===== config.mk =====
export PLATFORM = sky130hd
export DESIGN_NAME = qsort_host
export DESIGN_NICKNAME = d
export VERILOG_FILES = /design/src/rtl/qsort_host.sv
export SDC_FILE = /design/constraint.sdc
export NUM_CORES = 1
export LEC_CHECK = 0
export ABC_AREA = 1
export CAP_MARGIN = 10
export CORE_MARGIN = 5
export CORE_UTILIZATION = 45
export CTS_CLUSTER_SIZE = 14
export DETAILED_ROUTE_END_ITERATION = 7
export PLACE_DENSITY_LB_ADDON = 0.3
export SLEW_MARGIN = 20
export SYNTH_ARGS = -nofsm -noshare
export SYNTH_HDL_FRONTEND = slang
export SYNTH_SLANG_ARGS = --single-unit
export TNS_END_PERCENT = 20

===== constraint.sdc =====
create_clock -name clk -period 3.46 [get_ports clk]
set_input_delay 0.692 -clock clk [delete_from_list [all_inputs] [get_ports clk]]
set_output_delay 0.692 -clock clk [all_outputs]
set_load 0.01 [all_outputs]

===== src/rtl/qsort_host.sv =====
// qsort_host: host-side sequencer for an external word sorter.
//   Collects N words from an upstream valid/ready stream, writes them into
//   the sorter, pulses s_init, waits for s_qcomp (bounded by TMO cycles),
//   then drains the sorted words through a one-word output register while
//   checking that they arrive in non-decreasing unsigned order.
// Ports:
//   clk, rst                  clock, asynchronous active-high reset
//   start                     one-cycle job request (ignored unless idle)
//   din/din_valid/din_ready   upstream words
//   dout/dout_valid/dout_ready sorted words out
//   s_xin/s_write/s_init      sorter write data, write strobe, start pulse
//   s_qcomp                   sorter completion flag
//   s_read/s_xout             sorter read strobe, read data (one cycle later)
//   busy/done/sorted_ok/timeout job status
module qsort_host #(
   parameter int N   = 8,
   parameter int TMO = 4096
) (
   input  logic        clk,
   input  logic        rst,
   input  logic        start,
   input  logic [31:0] din,
   input  logic        din_valid,
   output logic        din_ready,
   output logic [31:0] dout,
   output logic        dout_valid,
   input  logic        dout_ready,
   output logic [31:0] s_xin,
   output logic        s_write,
   output logic        s_init,
   input  logic        s_qcomp,
   output logic        s_read,
   input  logic [31:0] s_xout,
   output logic        busy,
   output logic        done,
   output logic        sorted_ok,
   output logic        timeout
);

   localparam int MAXV = (N > TMO) ? N : TMO;
   localparam int CW   = $clog2(MAXV + 1);
   localparam logic [CW-1:0] N_C   = CW'(N);
   localparam logic [CW-1:0] N_M1  = CW'(N - 1);
   localparam logic [CW-1:0] TMO_C = CW'(TMO);

   typedef enum logic [2:0] {
      S_IDLE, S_LOAD, S_KICK, S_WAIT, S_DRAIN, S_DONE
   } state_t;

   state_t state_q, state_d;

   // cnt: words loaded in LOAD, cycles waited in WAIT
   logic [CW-1:0] cnt_q, cnt_d;
   logic [CW-1:0] rd_cnt_q, rd_cnt_d;    // sorter reads issued
   logic [CW-1:0] out_cnt_q, out_cnt_d;  // output handshakes completed
   logic          pend_q, pend_d;        // read issued last cycle, data on s_xout now
   logic          dv_q, dv_d;
   logic [31:0]   dout_q, dout_d;
   logic [31:0]   prev_q, prev_d;
   logic          ok_q, ok_d;
   logic          tmo_q, tmo_d;

   logic rd_go;
   logic hs;
   logic last_wait;

   assign hs        = dv_q & dout_ready;
   assign last_wait = ((cnt_q + 1'b1) == TMO_C);
   // Only one read in flight: the slot is free when nothing is pending and
   // the output register is empty or being emptied this cycle.
   assign rd_go = (state_q == S_DRAIN) && (rd_cnt_q < N_C) && !pend_q &&
                  (!dv_q || dout_ready);

   // State register
   always_ff @(posedge clk or posedge rst) begin
      if (rst) state_q <= S_IDLE;
      else     state_q <= state_d;
   end

   // Next-state logic
   always_comb begin
      state_d = state_q;
      case (state_q)
         S_IDLE:  if (start) state_d = S_LOAD;
         S_LOAD:  if (din_valid && cnt_q == N_M1) state_d = S_KICK;
         S_KICK:  state_d = S_WAIT;
         S_WAIT: begin
            if (s_qcomp)        state_d = S_DRAIN;
            else if (last_wait) state_d = S_DONE;
         end
         S_DRAIN: if (hs && out_cnt_q == N_M1) state_d = S_DONE;
         S_DONE:  state_d = S_IDLE;
         default: state_d = S_IDLE;
      endcase
   end

   // Datapath next values
   always_comb begin
      cnt_d     = cnt_q;
      rd_cnt_d  = rd_cnt_q;
      out_cnt_d = out_cnt_q;
      pend_d    = 1'b0;
      dv_d      = 1'b0;
      dout_d    = '0;
      prev_d    = prev_q;
      ok_d      = ok_q;
      tmo_d     = tmo_q;
      case (state_q)
         S_IDLE: begin
            if (start) begin
               cnt_d = '0;
               ok_d  = 1'b0;
               tmo_d = 1'b0;
            end
         end
         S_LOAD: begin
            if (din_valid) cnt_d = (cnt_q == N_M1) ? '0 : cnt_q + 1'b1;
         end
         S_KICK: begin
            cnt_d     = '0;
            rd_cnt_d  = '0;
            out_cnt_d = '0;
         end
         S_WAIT: begin
            cnt_d = cnt_q + 1'b1;
            if (s_qcomp) begin
               ok_d   = 1'b1;
               prev_d = '0;
            end else if (last_wait) begin
               tmo_d = 1'b1;
               ok_d  = 1'b0;
            end
         end
         S_DRAIN: begin
            dv_d   = dv_q;
            dout_d = dout_q;
            if (rd_go) begin
               rd_cnt_d = rd_cnt_q + 1'b1;
               pend_d   = 1'b1;
            end
            if (hs) begin
               dv_d      = 1'b0;
               out_cnt_d = out_cnt_q + 1'b1;
            end
            // A pending read implies the register was freed when it was issued.
            if (pend_q) begin
               dout_d = s_xout;
               dv_d   = 1'b1;
               prev_d = s_xout;
               // rd_cnt_q counts this word too, so >=2 means word index >= 1
               if (rd_cnt_q >= CW'(2) && s_xout < prev_q) ok_d = 1'b0;
            end
         end
         default: ;
      endcase
   end

   always_ff @(posedge clk or posedge rst) begin
      if (rst) begin
         cnt_q     <= '0;
         rd_cnt_q  <= '0;
         out_cnt_q <= '0;
         pend_q    <= 1'b0;
         dv_q      <= 1'b0;
         dout_q    <= '0;
         prev_q    <= '0;
         ok_q      <= 1'b0;
         tmo_q     <= 1'b0;
      end else begin
         cnt_q     <= cnt_d;
         rd_cnt_q  <= rd_cnt_d;
         out_cnt_q <= out_cnt_d;
         pend_q    <= pend_d;
         dv_q      <= dv_d;
         dout_q    <= dout_d;
         prev_q    <= prev_d;
         ok_q      <= ok_d;
         tmo_q     <= tmo_d;
      end
   end

   // Output decode
   always_comb begin
      din_ready  = (state_q == S_LOAD);
      s_write    = (state_q == S_LOAD) && din_valid;
      s_xin      = (state_q == S_LOAD) ? din : '0;
      s_init     = (state_q == S_KICK);
      s_read     = rd_go;
      busy       = (state_q == S_LOAD) || (state_q == S_KICK) ||
                   (state_q == S_WAIT) || (state_q == S_DRAIN);
      done       = (state_q == S_DONE);
      dout       = dout_q;
      dout_valid = dv_q;
      sorted_ok  = ok_q;
      timeout    = tmo_q;
   end

endmodule

==> run summary <==
The routed design could run at a clock period as short as 3.073 ns. The CTS buffer count is 9. Cells fill 59.84% of the core in the end. The number of antenna diodes came out at 0.

The number of max-cap violations is 0. The wire-length estimate of the detail-placed layout is approximately 10000 µm. Across the routed clock network, the largest skew measured is 0.008725 ns. In this run the horizontal extent of the chip is 124.9 µm. The normalized max-slew margin is 56.12%. The synthesized netlist devotes a little over a fifth of its cell area to simple gates. The die is 124.9 µm tall. Setup repair after global routing left no endpoint under its margin. The filler cell count in the final layout came out at ~1100. The overall fraction of global-route tracks in use is 18.05%. After clock tree synthesis, the clock-pin slew on the worst setup and hold paths is 0.07 ns. The maximum level of the CTS H-tree came out at 3. The share of cell area taken by muxes after synthesis is 0%.

The final-report hold violation count came to 0. Tracing the worst setup path back leads to its startpoint at state_q[2]. The post-CTS setup buffer count came out at 0. The post-route netlist has 6.306% of its cells at a drive strength greater than 1. Dividing the detail-routed wire length by the instance count gives 13.24 µm. Setup total negative slack on the finished layout was measured at 0 ns. The number of DRC markers after the initial detailed-route iteration is 329. The power share of the sequential group is ~35%. The area growth from synthesis to layout came out at 31.89%. The cell-internal power came out at 0.002887 W.

The row count is 42. The clock tree buffer depth is 2. The average footprint of a synthesized cell came out at 7.980 µm². The number of setup violations in the final report came out at 0. The first detailed-routing pass ran for 4 iterations.

Combinational logic is responsible for 43.0% of the overall power. The total area inside the core boundary comes to 13090 µm². The CTS sink count is 110. The number of storage elements in the synthesis netlist came out at 110.

The top fanout value on the critical path is 35. The full die area is approximately 16000 µm². For the worst setup path, the data required time is 2.77 ns. The worst setup path is of the reg2out kind. For the pin with the worst max-slew slack, the measured transition is approximately 0.66 ns. For this run, the post-layout net count is 987. The number of global-route vias before repair is 4931.

The leakage component of the power is 3.813 nW. In the layout the commonest cells are inv_1 (154), clkdlybuf4s50_1 (142), nand2_1 (126). The area of the mapped netlist came out at 5937 µm².

The worst hold path begins at dout[26]. The hold-fix buffer count after cts is 0. Summed over all nets, the switching power comes to 0.001700 W. Of the synthesized area, sequential elements account for 46.36%. The synthesized-area fraction occupied by ao, oa, aoi and oai cells came out at 12.86%. The final design area excluding fillers is between 7000 and 8000 µm².

The count of mapped cells out of synthesis came out at 744. The total overflow reported by the global router is 0. The post-route clock period utilization came out at 88.82%. The power share of the clock group came out at between 20 and 25%.

The worst setup path is captured at an output port. Once placement finished, the instance area stood at between 7000 and 8000 µm². The net count after synthesis is 848.

The largest net degree at the start of global routing came out at 111. The net switching share of the total power came out at a little under two fifths. The library cell used most frequently in the layout, excluding fill and tap cells, is inv_1. The last weighted congestion value of the routability-driven placer is between 0.8 and 0.9. For this run, design rule violations remaining after detail routing come to 0. The area used by multi-input combinational logic came out at between 2000 and 2500 µm². The post-synthesis xor/xnor area fraction is less than 1%. Wires add up to 14090 µm. The ratio of total power to cell area is just under 600 nW/µm². The post-synthesis cell type count came out at 35. The starting density of the core came out at between 40% and 50%. The insertion delay of the later-clocked pin in the worst-skew pair is 0.34 ns. The post-cts sizing count is 0. The root buffer selected by CTS is clkbuf_16. The storage element area is 2753 µm². TritonCTS built the clock tree.

The worst hold path belongs to the class reg2reg. The start of the worst register-to-register path is state_q[2]. STA classifies the critical path startpoint as a flop.

The detail-routed via count per cell came out at 4.838. Once detail routing completed, the nets flagged for antenna violations numbered 0. The first-pass GRT wire length is 23700 µm. The count of synthesis-stage warnings from yosys came out at 0. The count of boundary I/O pins came out at 143. The flow ran to the end, and the final reports show no timing, DRC or antenna violations.

The peak ir drop on the vdd network came out at roughly 0.3 mV. Timing would allow up to 0.3254 GHz. The count of pins over their slew limit is 0. After synthesis, the largest family of logic cells by area is simple AND/OR/NAND/NOR gates. The quantity of I/O buffers inserted on ports is 142.

The initial antenna violation count is 0. Of the total synthesized cell area, the portion taken by full adders, half adders and majority gates is 7.165%. The number of vias in the routed layout is 5148. The data arrival time of the critical path came out at 2.38 ns.
[routing by layer]
layer | GRT usage (%) | routed length, µm | vias to the layer above
met4 | 4.018 | 116 | 0
met3 | 3.559 | 503 | 10
li1 | - | - | 2652
met1 | 24.79 | 6633 | 2402
met5 | 0 | 0 | -
met2 | 29.74 | 6838 | 84
[sequential cells by signal, indices dropped and copies added, names as in the netlist]
signal      cells
prev_q         32
dout           32
rd_cnt_q       13
state_q         3
dout_valid      1
pend_q          1
out_cnt_q      13
timeout         1
sorted_ok       1
cnt_q          13
[power by group through the flow]
stage,logic [W],registers (W),clock network (W)
4_1_cts,0.00199,0.00162,0.00102
3_3_place_gp,0.00195,0.00164,0
2_1_floorplan,0.00127,0.00163,0
3_5_place_dp,0.00197,0.00165,0
5_1_grt,0.00222,0.00165,0.00108
6_report,0.00197,0.00162,0.000991
[cell families (layout without fill, tap and decap cells)]
| logic type | after synthesis | after routing |
|---|---|---|
| adders and majority gates | 34 | 34 |
| and+or+nand+nor | 290 | 290 |
| AOI/OAI and AO/OA | 128 | 128 |
| buffers and inverters | 181 | 325 |
| DFF | 110 | 110 |
| xor gates and xnor gates | 1 | 1 |
[final cells by class]
class / count / area share, %
Sequential cell: 110 / 35.15
Multi-Input combinational cell: 453 / 31.70
Timing Repair Buffer: 148 / 18.89
Inverter: 161 / 7.766
Clock buffer: 12 / 3.276
Tap cell: 176 / 2.812
Clock inverter: 4 / 0.3995
[stage by stage]
stage	setup slack [ns]	hold WS, ns	cells	total power, W
final	0.3868	0.4817	1064	0.004587
after global routing	0.2574	0.5081	1064	0.004947
after CTS	0.3922	0.4909	1064	0.004633
after detailed placement	0.6912	0.4741	1048	0.003620
after global placement	0.6784	0.4659	1048	0.003584
after floorplan	1.396	0.4597	744	0.002900
[worst paths after layout]
| check | endpoint | slack (ns) | cells after the start |
|---|---|---|---|
| max | s_xin[27] | 0.39 | 6 |
| min | dout[26] | 0.48 | 2 |
| max reg2reg | cnt_q[8] | 1.23 | 8 |
| min reg2reg | dout[26] | 0.48 | 2 |
| max in group asynchronous | dout[29] | 2.13 | 3 |
| min in group asynchronous | dout[24] | 0.85 | 3 |
[cells in the mapped netlist]
master    count  area share (%)
a211oi_1      1            0.13
a21oi_1      28             2.4
a22oi_2       1            0.21
and2_1        1            0.11
and3_1        1            0.11
buf_2         8            0.67
buf_4         2            0.25
buf_6         1            0.19
clkbuf_1      9            0.57
dfrtp_1     110              46
ha_1         34             7.2
inv_1       155             9.8
inv_2         6            0.38
nand2_1     127             8.0
nand2_2       5            0.53
nand2_4       2            0.38
nand3_1      30             2.5
nand3_2       1            0.17
nand3_4       1            0.30
nand4_1      18             1.9
nor2_1       78             4.9
nor2_2        5            0.53
nor2_4        1            0.19
nor3_1       14             1.2
nor3_2        1            0.17
nor4_1        4            0.42
o21a_1        2            0.25
o21ai_0      49             4.1
o21ai_1       5            0.42
o21ai_2       1            0.15
o22ai_1      31             3.3
o22ai_2       8             1.7
o31ai_1       2            0.25
or2_4         1            0.15
xor2_1        1            0.15
[worst max-delay path, stage by stage, from the launching register on]
cell,delay [ns]
dfrtp_1,0.43
inv_2,0.16
nand2_1,0.09
nor2_1,0.23
inv_2,0.29
nor2_1,0.26
clkdlybuf4s50_1,0.58
No activity file was read; power rests on OpenSTA's default activity.
